### src/rtl/mdu_pkg.sv
// mdu_pkg: opcode encodings, FSM states and iteration count for the multiply/divide unit
package mdu_pkg;
  localparam int MDU_ITER = 32;
  typedef enum logic [1:0] {MDU_MULT = 2'b00, MDU_MULTU = 2'b01, MDU_DIV = 2'b10, MDU_DIVU = 2'b11} mdu_op_e;
  typedef enum logic [1:0] {IDLE, CALC, FIX, DONE} state_e;
endpackage

### src/rtl/mdu_step.sv
// mdu_step: one radix-2 iteration, shift-add multiply or restoring divide
module mdu_step #(
  parameter int W = 32
) (
  input  logic [2*W-1:0] acc,
  input  logic [W-1:0]   opnd,
  input  logic           is_div,
  output logic [2*W-1:0] nxt
);
  logic [2*W:0] ext;
  logic [W:0]   sum;
  logic [W-1:0] r;
  logic         ge;
  always_comb begin
    ext = {1'b0, acc};
    sum = ext[2*W:W] + {1'b0, opnd};
    ge  = ext[2*W:W-1] >= (W+2)'(opnd);
    r   = ext[2*W-2:W-1] - opnd;
    nxt = is_div ? {ge ? r : ext[2*W-2:W-1], ext[W-2:0], ge}
                 : {ext[0] ? sum : ext[2*W:W], ext[W-1:1]};
  end
endmodule

### src/rtl/mdu32.sv
// mdu32: iterative multiply/divide unit with architectural HI/LO and start/busy/done handshake
module mdu32 import mdu_pkg::*; #(
  parameter int WIDTH = 32,
  parameter int ITER  = MDU_ITER
) (
  input  logic             clock,
  input  logic             reset,
  input  logic             start,
  input  logic [1:0]       op,
  input  logic [WIDTH-1:0] Read_data_1,
  input  logic [WIDTH-1:0] Read_data_2,
  input  logic             hilo_we,
  input  logic             hilo_sel,
  input  logic [WIDTH-1:0] hilo_wdata,
  output logic             busy,
  output logic             done,
  output logic             div_zero,
  output logic [WIDTH-1:0] HI,
  output logic [WIDTH-1:0] LO
);
  localparam int CW = $clog2(ITER);
  state_e             state, state_n;
  mdu_op_e            op_q;
  logic               sign_a, sign_b, take, idle_like, sgn, fix_div;
  logic [CW-1:0]      cnt;
  logic [WIDTH-1:0]   raw_a, opnd, mag_a, mag_b, quo, rem;
  logic [2*WIDTH-1:0] acc, acc_n, prod;
  always_comb begin
    idle_like = state == IDLE || state == DONE;
    take      = start && idle_like;
    sgn       = op == MDU_MULT || op == MDU_DIV;
    mag_a     = sgn && Read_data_1[WIDTH-1] ? -Read_data_1 : Read_data_1;
    mag_b     = sgn && Read_data_2[WIDTH-1] ? -Read_data_2 : Read_data_2;
    fix_div   = op_q == MDU_DIV || op_q == MDU_DIVU;
    prod      = sign_a ^ sign_b ? -acc : acc;
    quo       = sign_a ^ sign_b ? -acc[WIDTH-1:0] : acc[WIDTH-1:0];
    rem       = sign_a ? -acc[2*WIDTH-1:WIDTH] : acc[2*WIDTH-1:WIDTH];
    state_n   = state == CALC ? (cnt == CW'(ITER-1) ? FIX : CALC)
              : state == FIX  ? DONE
              : take          ? CALC : IDLE;
    busy      = state == CALC || state == FIX;
    done      = state == DONE;
  end
  mdu_step #(.W(WIDTH)) u_step (.acc(acc), .opnd(opnd), .is_div(fix_div), .nxt(acc_n));
  always_ff @(posedge clock)
    state <= !reset ? IDLE : state_n;
  always_ff @(posedge clock) begin
    if (!reset) begin
      cnt      <= '0;
      HI       <= '0;
      LO       <= '0;
      div_zero <= 1'b0;
    end else if (take) begin
      op_q     <= mdu_op_e'(op);
      sign_a   <= sgn && Read_data_1[WIDTH-1];
      sign_b   <= sgn && Read_data_2[WIDTH-1];
      raw_a    <= Read_data_1;
      opnd     <= op[1] ? mag_b : mag_a;
      acc      <= {{WIDTH{1'b0}}, op[1] ? mag_a : mag_b};
      cnt      <= '0;
      div_zero <= 1'b0;
    end else if (state == CALC) begin
      acc <= acc_n;
      cnt <= cnt + CW'(1);
    end else if (state == FIX) begin
      if (fix_div && opnd == '0) begin
        LO       <= '1;
        HI       <= raw_a;
        div_zero <= 1'b1;
      end else if (fix_div) begin
        LO <= quo;
        HI <= rem;
      end else
        {HI, LO} <= prod;
    end else if (hilo_we && idle_like) begin
      if (hilo_sel) HI <= hilo_wdata;
      else LO <= hilo_wdata;
    end
  end
endmodule
### config.mk
export PLATFORM = sky130hd
export DESIGN_NAME = mdu32
export DESIGN_NICKNAME = d
export VERILOG_FILES = /design/src/rtl/mdu_pkg.sv /design/src/rtl/mdu_step.sv /design/src/rtl/mdu32.sv
export SDC_FILE = /design/constraint.sdc
export NUM_CORES = 1
export LEC_CHECK = 0
export CAP_MARGIN = 20
export CORE_MARGIN = 2
export CORE_UTILIZATION = 40
export CTS_CLUSTER_SIZE = 10
export DETAILED_ROUTE_END_ITERATION = 12
export SKIP_CTS_REPAIR_TIMING = 1
export SLEW_MARGIN = 20
export SYNTH_ARGS = -nofsm -noshare
export SYNTH_HDL_FRONTEND = slang
export SYNTH_SLANG_ARGS = --single-unit
### constraint.sdc
create_clock -name clock -period 12.97 [get_ports clock]
set_input_delay 1.9455 -clock clock [delete_from_list [all_inputs] [get_ports clock]]
set_output_delay 1.9455 -clock clock [all_outputs]
set_load 0.01 [all_outputs]
==> reports/results.ini <==
[synth]
synth-adder-area-share_pct = 6.08
yosys.area_share.simple_pct = 16.4
synthArstFlopShare_pct = 0
synthTopCellsByCount = a21oi_1 (159), nand2_1 (157), nor2_1 (157), edfxtp_1 (131), o21ai_0 (131)
ys_seq_elements = 203
synth_nets = 2038
ys_seq_area_share_pct = 33.8
synth-compound-area-share_pct = 24.2
synth_most_common_cell = a21oi_1
synthXorXnorAreaFrac_pct = 8.87
synth.area.mux_share_pct = 6.09
yosysTopAreaCellShare_pct = 24.8
synth_edf_count = 131
synth_area_leaders = edfxtp_1 (25%), dfxtp_1 (9.1%), ha_1 (5.8%), mux2i_1 (5.7%), a21oi_1 (5.0%)
post-synth-top-area-cell = edfxtp_1
netlist_area_um2 = 15900
ys.flop_type = edfxtp_1
syn_avg_cell_area_um2 = 8.55
synth_cells = 1859
synth_top_family_by_area = compound AO/OA/AOI/OAI gates
ys_types = 79
yosys_warnings = 0

[detailed_routing]
met2_wirelength_um = 28200
via_per_inst = 6.11
wirelength_um = 60000
final_antenna_net_count = 0
wire_per_inst_um = 23.8
routed.top_layer = met5
route.vias.total = 15373
drt-met1-wl_um = 25700
wl_met3_um = 4620
firstDrtPassIters = 6
drt-initial-drc-count = 1742
drc = 0

[worst_setup_path]
cp_slowest_cell = and2_1
cp_max_fo = 41
cp_common_cell = and2_1
critPathTopFamily = simple AND/OR/NAND/NOR gates
critPathArrivalTime_ps = 5110
worstPathCellList = clkdlybuf4s50_1, and2_1, buf_4, nor2_1, o21a_1, and2_1, o221ai_1, o21ai_1
criticalPathCategory = input port to register
required_ps = 13430
worst-path-buf-inv = 2
crit_path_end_kind = register
slowest_delay_ps = 740
start_kind = input port

[timing]
min_period_over_period_pct = 35.8
hold_violations = 0
finalSetupViolCount = 0
slew_headroom_pct = 27.3
fin_tns_setup_ps = 0
finalMaxSlewViolations = 0
worst_pin_slew_ps = 1090
fmax_mhz = 215
period_minus_slack_ps = 4640
rsz0062_at_grt = false
fin_skew_ps = 13.0

[final_layout]
finalNetCount = 2149
synthToLayoutAreaGrowth_pct = 18.6
drive_gt1_share_pct = 4.32
fillers = 3830

[cts]
cts-buffers-inserted = 26
cts.reportedPaths.clkPinSlew_ps = 60
clock_latency_ps = 540
htreeDepth = 1
numClockSinks = 203
cts_tree = yes
clockRootBuffer = clkbuf_16
clk_path_buf_depth = 3

[placed_design]
hpwlAfterDp_um = 46100
port_buffers = 169
gp_congestion = 1.01

[floorplanning]
placementRows = 73
fp.dieW_um = 203
die_h_um = 203
pin_count = 170
die-area_um2 = 41300
initial_core_util_pct = 40.3
coreArea_um2 = 39500

[power_and_ir_drop]
power.leakage_nw = 6.99
finalPower_w = 0.00214
powerDensity_nw_per_um2 = 113
ir_drop_mv = 0.108

[worst_hold_path]
worst_hold_path_type = register to register

[global_route]
grt_pass1_vias = 14591
grtUsageTotal_pct = 28.3
grt_pass1_wl_um = 89900
grt_max_degree = 80
grt_overflow = 0
antenna_found_initial = 3

[flow_run]
maxCapViolCount = 0

[outcome]
status = finished, final reports clean

## through the flow
step                      utilization, %  cell area, um2  cells  setup WS [ps]  hold slack, ps
after floorplan                        -           15900   1859           7200             467
after global placement              45.6           18000   2467           7860             441
after detailed placement            45.6           18000   2467           7850             449
after CTS                           47.7           18800   2515           8410             463
after global routing                47.7           18800   2515           8180             492
final                               47.8           18800   2517           8330             462
## layout by cell type, fill, tap and decap left out, types with 29 or more instances in the layout
| cell | instances |
|---|---|
| xnor2_1 | 84 |
| dfxtp_1 | 72 |
| mux2i_1 | 90 |
| xor2_1 | 77 |
| clkdlybuf4s50_1 | 168 |
| nor2_1 | 157 |
| a21oi_1 | 159 |
| nand2_1 | 156 |
| edfxtp_1 | 131 |
| inv_1 | 79 |
| o21ai_0 | 131 |
| nand3_1 | 35 |
| a21boi_0 | 29 |
| nor3_1 | 41 |
| ha_1 | 73 |
| a211oi_1 | 32 |
| o221ai_1 | 49 |
## metal layers
layer  global-route usage [%]  vias to the layer above
met2                     47.2                      641
met5                        0                        -
met1                     38.7                     7470
met4                     7.17                        4
li1                         -                     7162
met3                     3.98                       96
## sequential cells by signal, summed over array words and instances (netlist names)
register / count
sign_a: 1
cnt: 5
HI: 32
acc: 64
LO: 32
state: 2
raw_a: 32
div_zero: 1
op_q: 1
sign_b: 1
opnd: 32
## layout make-up
| type | count | area [um2] | area share (%) |
|---|---|---|---|
| Multi-Input combinational cell | 1474 | 9840 | 52.2 |
| Sequential cell | 203 | 5380 | 28.5 |
| Timing Repair Buffer | 186 | 1810 | 9.63 |
| Clock buffer | 46 | 828 | 4.40 |
| Tap cell | 525 | 657 | 3.49 |
| Inverter | 79 | 297 | 1.57 |
| Clock inverter | 2 | 21.3 | 0.113 |
| Antenna cell | 2 | 5.00 | 0.0266 |
## report_power, final
| part | internal (W) | switching [W] | total [W] |
|---|---|---|---|
| Sequential | 0.000744 | 0.0000712 | 0.000815 |
| Clock | 0.000430 | 0.000290 | 0.000720 |
| Combinational | 0.000249 | 0.000354 | 0.000603 |
| Total | 0.00142 | 0.000715 | 0.00214 |
## kinds of logic after synthesis
kind of cell               after synthesis
AOI/OAI and AO/OA                      602
muxes                                   96
adders and majority gates               76
and+or+nand+nor                        539
buffers and inverters                  182
DFF                                    203
xor gates and xnor gates               161
## worst reg2reg max path: cells and delay by family (launching register included)
family | cells | cell delay [ps]
AO/OA/AOI/OAI | 7 | 2500
flip-flops | 1 | 670
AND/OR/NAND/NOR | 2 | 600
adder cells (fa/ha/maj) | 1 | 350
## path summary, 6_finish.rpt
check	start	to	slack [ps]	cells past startpoint
setup / recovery	start	HI[20]$_SDFFE_PN0P_	8330	8
hold / removal	LO[7]$_SDFFE_PN0P_	LO[7]$_SDFFE_PN0P_	460	2
setup reg to reg	acc[33]$_SDFFCE_PP0P_	acc[60]$_SDFFCE_PP0P_	8600	10
hold reg to reg	LO[7]$_SDFFE_PN0P_	LO[7]$_SDFFE_PN0P_	460	2
(Power assumes the default switching activity.)
